$ cat config.mk
export PLATFORM = sky130hd
export DESIGN_NAME = store_fwd_queue_flat
export DESIGN_NICKNAME = d
export VERILOG_FILES = /design/src/rtl/store_fwd_queue_if.sv /design/src/rtl/store_fwd_queue.sv /design/src/flat_wrapper.sv
export SDC_FILE = /design/constraint.sdc
export NUM_CORES = 2
export LEC_CHECK = 0
export BUFFER_PORTS_ARGS = -buffer_cell sky130_fd_sc_hd__buf_4
export CAP_MARGIN = 5
export CORE_MARGIN = 10
export CORE_UTILIZATION = 30
export DETAILED_ROUTE_END_ITERATION = 8
export HOLD_SLACK_MARGIN = 0.12
export PLACE_DENSITY = 0.56
export SETUP_SLACK_MARGIN = 0.05
export SYNTH_ARGS = -nofsm -noshare
export SYNTH_HDL_FRONTEND = slang
export SYNTH_SLANG_ARGS = --single-unit
$ cat constraint.sdc
create_clock -name clk -period 5.4 [get_ports clk]
set_input_delay 1.08 -clock clk [delete_from_list [all_inputs] [get_ports clk]]
set_output_delay 1.08 -clock clk [all_outputs]
set_load 0.005 [all_outputs]
$ cat src/rtl/store_fwd_queue_if.sv
// Bus between the 6502 core, the store queue and the slow target.
// Includes the store request, head drain handshake, load lookup and status.
interface store_fwd_queue_if #(
    parameter int unsigned DATA_W = 8,
    parameter int unsigned ADDR_W = 16,
    parameter int unsigned DEPTH  = 128
);
    localparam int unsigned CNT_W = $clog2(DEPTH) + 1;

    logic              wr_en;
    logic [DATA_W-1:0] wr_data;
    logic [ADDR_W-1:0] wr_addr;
    logic              out_ready;
    logic              out_valid;
    logic [DATA_W-1:0] out_data;
    logic [ADDR_W-1:0] out_addr;
    logic [ADDR_W-1:0] lk_addr;
    logic              lk_hit;
    logic [DATA_W-1:0] lk_data;
    logic              ovf_clr;
    logic [CNT_W-1:0]  count;
    logic              full;
    logic              empty;
    logic              afull;
    logic              overflow;

    modport master (
        output wr_en, wr_data, wr_addr, out_ready, lk_addr, ovf_clr,
        input  out_valid, out_data, out_addr, lk_hit, lk_data, count, full, empty, afull,
               overflow
    );

    modport slave (
        input  wr_en, wr_data, wr_addr, out_ready, lk_addr, ovf_clr,
        output out_valid, out_data, out_addr, lk_hit, lk_data, count, full, empty, afull,
               overflow
    );
endinterface

$ cat src/rtl/store_fwd_queue.sv
// In-order store write-buffer with handshaked drain, overflow status and, when
// STORE_FWD_EN is defined, youngest-match store-to-load forwarding.
module store_fwd_queue #(
    parameter int unsigned DATA_W    = 8,
    parameter int unsigned ADDR_W    = 16,
    parameter int unsigned DEPTH     = 128,
    parameter int unsigned AFULL_LVL = DEPTH - 4,
    parameter int unsigned EDGE_WR   = 1
) (
    input logic               clk,
    input logic               rst_n,
    store_fwd_queue_if.slave  bus
);
    localparam int unsigned PTR_W = $clog2(DEPTH);
    localparam int unsigned CNT_W = PTR_W + 1;

    logic [DATA_W-1:0] data_mem_q [DEPTH];
    logic [ADDR_W-1:0] addr_mem_q [DEPTH];
    logic [PTR_W-1:0]  head_q, tail_q;
    logic [CNT_W-1:0]  count_q, count_d;
    logic              overflow_q, overflow_d;
    logic              wr_en_q;

    logic empty, full, wr_fire, pop, push, drop;

    assign empty   = (count_q == '0);
    assign full    = (count_q == CNT_W'(DEPTH));
    assign wr_fire = (EDGE_WR != 0) ? (bus.wr_en & ~wr_en_q) : bus.wr_en;
    assign pop     = bus.out_ready & ~empty;
    // A full queue still accepts a store when the head leaves in the same cycle.
    assign push    = wr_fire & (~full | pop);
    assign drop    = wr_fire & full & ~bus.out_ready;

    always_comb begin
        count_d = count_q;
        if (push && !pop) begin
            count_d = count_q + CNT_W'(1);
        end else if (pop && !push) begin
            count_d = count_q - CNT_W'(1);
        end
        overflow_d = overflow_q;
        if (bus.ovf_clr) begin
            overflow_d = 1'b0;
        end
        if (drop) begin
            overflow_d = 1'b1;
        end
    end

    always_ff @(posedge clk) begin
        if (!rst_n) begin
            head_q     <= '0;
            tail_q     <= '0;
            count_q    <= '0;
            overflow_q <= 1'b0;
            wr_en_q    <= 1'b0;
        end else begin
            if (push) begin
                tail_q <= tail_q + PTR_W'(1);
            end
            if (pop) begin
                head_q <= head_q + PTR_W'(1);
            end
            count_q    <= count_d;
            overflow_q <= overflow_d;
            wr_en_q    <= bus.wr_en;
        end
    end

    // Storage is deliberately left unreset; occupancy is tracked by count_q.
    always_ff @(posedge clk) begin
        if (push) begin
            data_mem_q[tail_q] <= bus.wr_data;
            addr_mem_q[tail_q] <= bus.wr_addr;
        end
    end

    assign bus.out_valid = ~empty;
    assign bus.out_data  = empty ? '0 : data_mem_q[head_q];
    assign bus.out_addr  = empty ? '0 : addr_mem_q[head_q];
    assign bus.count     = count_q;
    assign bus.full      = full;
    assign bus.empty     = empty;
    assign bus.afull     = (count_q >= CNT_W'(AFULL_LVL));
    assign bus.overflow  = overflow_q;

`ifdef STORE_FWD_EN
    logic [PTR_W-1:0] fwd_idx;

    // Walk oldest to youngest so the last match seen is the youngest.
    always_comb begin
        bus.lk_hit  = 1'b0;
        bus.lk_data = '0;
        fwd_idx     = '0;
        for (int unsigned i = 0; i < DEPTH; i++) begin
            fwd_idx = head_q + PTR_W'(i);
            if ((CNT_W'(i) < count_q) && (addr_mem_q[fwd_idx] == bus.lk_addr)) begin
                bus.lk_hit  = 1'b1;
                bus.lk_data = data_mem_q[fwd_idx];
            end
        end
    end
`else
    assign bus.lk_hit  = 1'b0;
    assign bus.lk_data = '0;
`endif
endmodule

$ cat src/flat_wrapper.sv
// flat-port wrapper written by rule: the top's interface ports become plain ports
module store_fwd_queue_flat 
#(
    parameter int unsigned DATA_W    = 8,
    parameter int unsigned ADDR_W    = 16,
    parameter int unsigned DEPTH     = 128,
    parameter int unsigned AFULL_LVL = DEPTH - 4,
    parameter int unsigned EDGE_WR   = 1
)
  (clk, rst_n, bus_wr_en, bus_wr_data, bus_wr_addr, bus_out_ready, bus_lk_addr, bus_ovf_clr, bus_out_valid, bus_out_data, bus_out_addr, bus_lk_hit, bus_lk_data, bus_count, bus_full, bus_empty, bus_afull, bus_overflow);
  store_fwd_queue_if #(.DATA_W(DATA_W), .ADDR_W(ADDR_W), .DEPTH(DEPTH)) bus_i ();
  input logic clk;
  input logic rst_n;
  input wire logic [$bits(bus_i.wr_en)-1:0] bus_wr_en;
  input wire logic [$bits(bus_i.wr_data)-1:0] bus_wr_data;
  input wire logic [$bits(bus_i.wr_addr)-1:0] bus_wr_addr;
  input wire logic [$bits(bus_i.out_ready)-1:0] bus_out_ready;
  input wire logic [$bits(bus_i.lk_addr)-1:0] bus_lk_addr;
  input wire logic [$bits(bus_i.ovf_clr)-1:0] bus_ovf_clr;
  output wire logic [$bits(bus_i.out_valid)-1:0] bus_out_valid;
  output wire logic [$bits(bus_i.out_data)-1:0] bus_out_data;
  output wire logic [$bits(bus_i.out_addr)-1:0] bus_out_addr;
  output wire logic [$bits(bus_i.lk_hit)-1:0] bus_lk_hit;
  output wire logic [$bits(bus_i.lk_data)-1:0] bus_lk_data;
  output wire logic [$bits(bus_i.count)-1:0] bus_count;
  output wire logic [$bits(bus_i.full)-1:0] bus_full;
  output wire logic [$bits(bus_i.empty)-1:0] bus_empty;
  output wire logic [$bits(bus_i.afull)-1:0] bus_afull;
  output wire logic [$bits(bus_i.overflow)-1:0] bus_overflow;
  assign bus_i.wr_en = bus_wr_en;
  assign bus_i.wr_data = bus_wr_data;
  assign bus_i.wr_addr = bus_wr_addr;
  assign bus_i.out_ready = bus_out_ready;
  assign bus_i.lk_addr = bus_lk_addr;
  assign bus_i.ovf_clr = bus_ovf_clr;
  assign bus_out_valid = bus_i.out_valid;
  assign bus_out_data = bus_i.out_data;
  assign bus_out_addr = bus_i.out_addr;
  assign bus_lk_hit = bus_i.lk_hit;
  assign bus_lk_data = bus_i.lk_data;
  assign bus_count = bus_i.count;
  assign bus_full = bus_i.full;
  assign bus_empty = bus_i.empty;
  assign bus_afull = bus_i.afull;
  assign bus_overflow = bus_i.overflow;
  store_fwd_queue #(.DATA_W(DATA_W), .ADDR_W(ADDR_W), .DEPTH(DEPTH), .AFULL_LVL(AFULL_LVL), .EDGE_WR(EDGE_WR)) u_core (.clk(clk), .rst_n(rst_n), .bus(bus_i));
endmodule
# Word level (Yosys, flattened, before mapping)
# Memory sizes are Yosys's and may differ from the RTL's. A register that Yosys moved wholly into a read port is not among the register bits.
# Cells that the tools add are included.
[word_totals]
regBits = 24
latchBits = 0
mem_bits_rw = 3072
romBits = 0
output_inout_bits = 46
elab_cells = 42
memories = 2
[op_classes]
n_addsub = 4
multipliers = 0
div_mod_pow = 0
n_lt_le_gt_ge = 1
n_eq_ne = 1
shift = 0
n_mux = 12
n_bitwise = 10
reduce_logical = 7
[memory_table]
columns = ["name", "words", "width", "read_ports", "rd_ports_with_merged_regs", "write_ports", "line", "source"]
rows = [
  ["u_core.addr_mem_q", 128, 16, 1, 1, 1, "store_fwd_queue.sv:18", "logic [ADDR_W-1:0] addr_mem_q [DEPTH];"],
  ["u_core.data_mem_q", 128, 8, 1, 1, 1, "store_fwd_queue.sv:17", "logic [DATA_W-1:0] data_mem_q [DEPTH];"],
]
[op_table]
columns = ["operator", "n"]
rows = [
  ["$mux W7", 4],
  ["$mux W8", 3],
  ["$mux W16", 1],
  ["$add A7 B1 Y7 const B", 2],
  ["$add A8 B1 Y8 const B", 1],
  ["$eq A8 B8 Y1 const B", 1],
  ["$ge A8 B7 Y1 const B", 1],
  ["$logic_not A8 Y1", 1],
  ["$sub A8 B1 Y8 const B", 1],
  ["$and A1 B1 Y1", 5],
  ["$mux W1", 4],
  ["$not A1 Y1", 4],
  ["$reduce_bool A2 Y1", 2],
  ["$logic_and A1 B1 Y1", 2],
  ["$logic_not A1 Y1", 2],
  ["$or A1 B1 Y1", 1],
]

# Logic depth before layout (Yosys ltp)
[logic_depth]
word_depth = 9
ltp_mapped = 11
depth_no_buf = 10

# Worst setup path after synthesis
# No wires, ideal clock.
[synth_timing]
kind = "input -> register"
from = "input bus_wr_en"
to = "memory u_core.addr_mem_q[127][0], enable pin"
arrival_ps = 3274
t_required_ps = 4995
slack_ps = 1722
stages = 6
path_buffers = 2
path_cell_list = "nand2b_1 a41oi_1 clkbuf_1 nand3_1 clkbuf_1 nor2_1"
[synth_between]
elab_chain_cells = 4
[synth_rtl]
columns = ["element", "line", "source"]
rows = [
  ["start, declared", "flat_wrapper.sv:14", "input wire logic [$bits(bus_i.wr_en)-1:0] bus_wr_en;"],
  ["$and A1 B1 Y1", "store_fwd_queue.sv:28", "assign wr_fire = (EDGE_WR != 0) ? (bus.wr_en & ~wr_en_q) : bus.wr_en;"],
  ["$and A1 B1 Y1", "store_fwd_queue.sv:31", "assign push = wr_fire & (~full | pop);"],
  ["$mux W1", "store_fwd_queue.sv:72", "if (push) begin"],
  ["$mux W1 (implied by the code)", "store_fwd_queue.sv:74", "addr_mem_q[tail_q] <= bus.wr_addr;"],
  ["end, declared", "store_fwd_queue.sv:18", ""],
]
# Every way passes these cells.

==> flow_metrics.py <==
metrics = {
    "status": {
        "outcome": "complete, no violations",
    },
    "synth": {
        "yosysWarnings": 0,
        "synth.distinct_cells": 51,
        "syn_avg_cell_area_um2": 22.00,
        "synthTopCellsByArea": "edfxtp_1 78%, mux4_2 12%, mux2i_1 2.9%",
        "yosysTopAreaCellShare": 0.7782,
        "netlist_area_um2": 118500,
        "synth_area_leader_cell": "edfxtp_1",
        "synthArstFlopShare": 0,
        "synth-seq-cells": 3103,
        "synth_seq_area_share": 0.7834,
        "yosysMostFrequentCell": "edfxtp_1",
        "yosys-top-cells-count": "3,072 x edfxtp_1, 624 x mux4_2, 341 x mux2i_1",
        "synth_ff_type": "edfxtp_1",
        "synth_edf_count": 3072,
        "syn_inst": 5389,
    },
    "clock_tree": {
        "ctsHoldBuffers": 0,
        "clk_pin_slew_ps": 70,
        "htree_levels": 5,
        "clockBufferDepth": 4,
        "clk_latency_ps": 870,
        "root_buffer": "clkbuf_16",
        "cts_made_buffers": 320,
        "clkSinkCount": 3103,
        "cts_tree": "built",
    },
    "pwr": {
        "power.internal_mw": 43.93,
        "p_switching_mw": 14.66,
        "power_frac_comb": 0.182,
        "p_clk_frac": 0.363,
        "power.leakage_nw": 41.73,
        "p_per_area_nw_per_um2": 420.7,
        "ir_drop_mv": 0.2563,
        "total_power_mw": 58.59,
        "swShare": 0.2503,
        "pwr-share-seq": 0.455,
    },
    "setup_path": {
        "crit_type": "flip-flop to output pin",
        "worst-path-buf-inv": 5,
        "r2r_cells": 7,
        "slowest_stage": "mux4_2",
        "start_kind": "flip-flop",
        "cp.arrival_ps": 4160,
        "cp_max_fo": 10,
        "worstPathCellList": "buf_4 -> buf_12 -> buf_4 -> mux4_2 -> a22o_1 -> a211oi_1 -> a211oi_1 -> buf_4 -> a22o_1 -> buf_4",
        "cp_common_cell": "buf_4",
        "setup.worst_path.end_class": "output pin",
        "ff2ff_setup_slack_ps": 1640,
        "cpPeakStageDelay_ps": 560,
        "required_ps": 4320,
        "crit_cells": 10,
        "cp_top_family": "compound AO/OA/AOI/OAI gates",
    },
    "floorplanning": {
        "die_w_um": 648.6,
        "initial_core_util": 0.3016,
        "die_height_um": 648.6,
        "rows": 230,
        "ioPinCount": 91,
        "fp.dieArea_um2": 420700,
        "coreArea_um2": 393100,
    },
    "sta": {
        "final_hold_viol_count": 0,
        "rsz0062_at_grt": "true",
        "timing.final.crit_share": 0.9700,
        "fin_ws_ps": 161.7,
        "finalSetupTns_ps": 0,
        "fin_skew_ps": 45.14,
        "report.final.slew_viol_count": 0,
        "setup_viol": 0,
        "fmax_mhz": 190.9,
        "post-route-min-period_ps": 5238,
        "tightest_slew_ps": 1377,
        "slew_headroom": 0.08191,
    },
    "global_route": {
        "grt_pass1_wl_um": 445400,
        "grt_pass1_vias": 58255,
        "overflow": 0,
        "antenna_found_initial": 12,
        "grt_usage": 0.1438,
        "grt_max_degree": 129,
    },
    "finish": {
        "fin_area_um2": 139300,
        "nets": 5989,
        "area_delta_synth_final_pct": 17.47,
        "post_route_cells_drive_above_1_share": 0.2948,
    },
    "detailed_routing": {
        "vias_per_cell": 5.063,
        "first_pass_iters": 5,
        "wl_per_cell_um": 27.63,
        "postRouteAntennaNets": 0,
        "drt_iter0_drc": 6278,
        "via_count": 57785,
        "route.detailed.drc": 0,
        "drt-total-wl_um": 315300,
    },
    "place": {
        "gp_congestion": 0.7774,
        "dpl_worst_slack_ps": 349.6,
        "dp_hpwl_um": 184000,
        "portBuffers": 65,
        "placed_area_um2": 128700,
    },
    "job": {
        "max-cap-violations": 0,
    },
    "worst_hold_path": {
        "whs_path_depth": 2,
        "hold_class": "primary input to flip-flop",
    },
}
## kinds of logic (layout without fill, tap and decap cells)
kind of cell / after synthesis / in the layout / share of synthesized area
other: 1 / 20 / 0.00003163
DFF: 3103 / 3103 / 0.7834
buffers and inverters: 327 / 1113 / 0.01296
adders and majority gates: 11 / 11 / 0.001224
and+or+nand+nor: 343 / 343 / 0.01308
AOI/OAI and AO/OA: 576 / 576 / 0.03626
xor gates and xnor gates: 14 / 14 / 0.001034
muxes: 1014 / 1014 / 0.1520
## registers in the layout, summed over array words and instances, names as in the netlist, named ones only
name and flops:
u_core.tail_q 7, u_core.bus.overflow 1, u_core.data_mem_q 1024, u_core.bus.count 8, u_core.wr_en_q 1, u_core.head_q 7, u_core.addr_mem_q 2048
## per-stage QoR
step / hold WS, ps / util / cells
after global placement: 495.0 / 0.3275 / 10811
after detailed placement: 494.6 / 0.3275 / 10811
after floorplan: 461.4 / - / 5397
final: 421.4 / 0.3542 / 11414
after global routing: 390.2 / 0.3542 / 11404
after CTS: 358.0 / 0.3539 / 11400
## area by class of cell
type / instances / area (um2)
antenna: 11 / 27.53
tap: 5220 / 6531
clock inverter: 152 / 1451
sequential: 3103 / 92890
inverter: 7 / 26.28
timing repair buffer: 534 / 4765
fill: 36175 / 253800
multi-input combinational: 1967 / 25030
clock buffer: 420 / 8532
## placed cells by master, fill, tap and decap left out, types with 8 or more instances in the layout
| cell | instances |
|---|---|
| clkbuf_1 | 93 |
| o22ai_1 | 120 |
| nand3_1 | 8 |
| a221oi_1 | 22 |
| a2111oi_1 | 17 |
| mux2_2 | 49 |
| nor2_1 | 51 |
| and2_1 | 27 |
| inv_6 | 8 |
| a22oi_1 | 72 |
| a211oi_1 | 133 |
| mux2i_1 | 341 |
| buf_4 | 468 |
| conb_1 | 9 |
| buf_6 | 10 |
| buf_12 | 50 |
| diode_2 | 11 |
| edfxtp_1 | 3072 |
| a22o_1 | 48 |
| nor2_4 | 26 |
| clkinvlp_4 | 10 |
| clkbuf_16 | 328 |
| xor2_1 | 9 |
| mux4_2 | 624 |
| a211oi_2 | 10 |
| clkinv_1 | 50 |
| o211ai_1 | 23 |
| a2111oi_0 | 14 |
| nand2_1 | 50 |
| clkinv_2 | 50 |
| nor2_2 | 105 |
| dfxtp_1 | 26 |
| nand2b_1 | 30 |
| ha_1 | 10 |
| o221ai_1 | 48 |
| bufinv_16 | 21 |
| a21oi_1 | 33 |
| a2111oi_4 | 10 |
## per-layer routing
metal  GRT usage  vias to the layer above  wire, um
li1            -                    24016         -
met1      0.2013                    31418    136200
met2      0.2328                     1895    150200
met3     0.02028                      456     18800
met4     0.04373                        0     10070
met5           0                        -         0
## path summary, 6_finish.rpt
path	from	end
max reg2reg	u_core.bus.count[0]	u_core.data_mem_q[78][2]
min reg2reg	u_core.bus.overflow	u_core.bus.overflow
max	flip-flop	bus_out_data[2]
min	bus_wr_en	u_core.wr_en_q
## what timing repair did
| action | CTS | global route |
|---|---|---|
| gates resized for setup | 31 | 14 |
| buffers inserted | 17 | 2 |
| pin swaps | 0 | 1 |
| gates cloned | 0 | 1 |
| setup endpoints to repair | 24 | 14 |
## power by group through the flow
| stage | logic [mW] | registers [mW] | clock network [mW] |
|---|---|---|---|
| floorplan | 6.65 | 27.1 | 0 |
| global placement | 10.5 | 27.2 | 0 |
| detailed placement | 10.5 | 27.2 | 0 |
| CTS | 10.8 | 26.6 | 21.7 |
| global route | 11.3 | 26.6 | 22.7 |
| finish | 10.7 | 26.7 | 21.3 |
No activity file was read; power rests on OpenSTA's default activity.
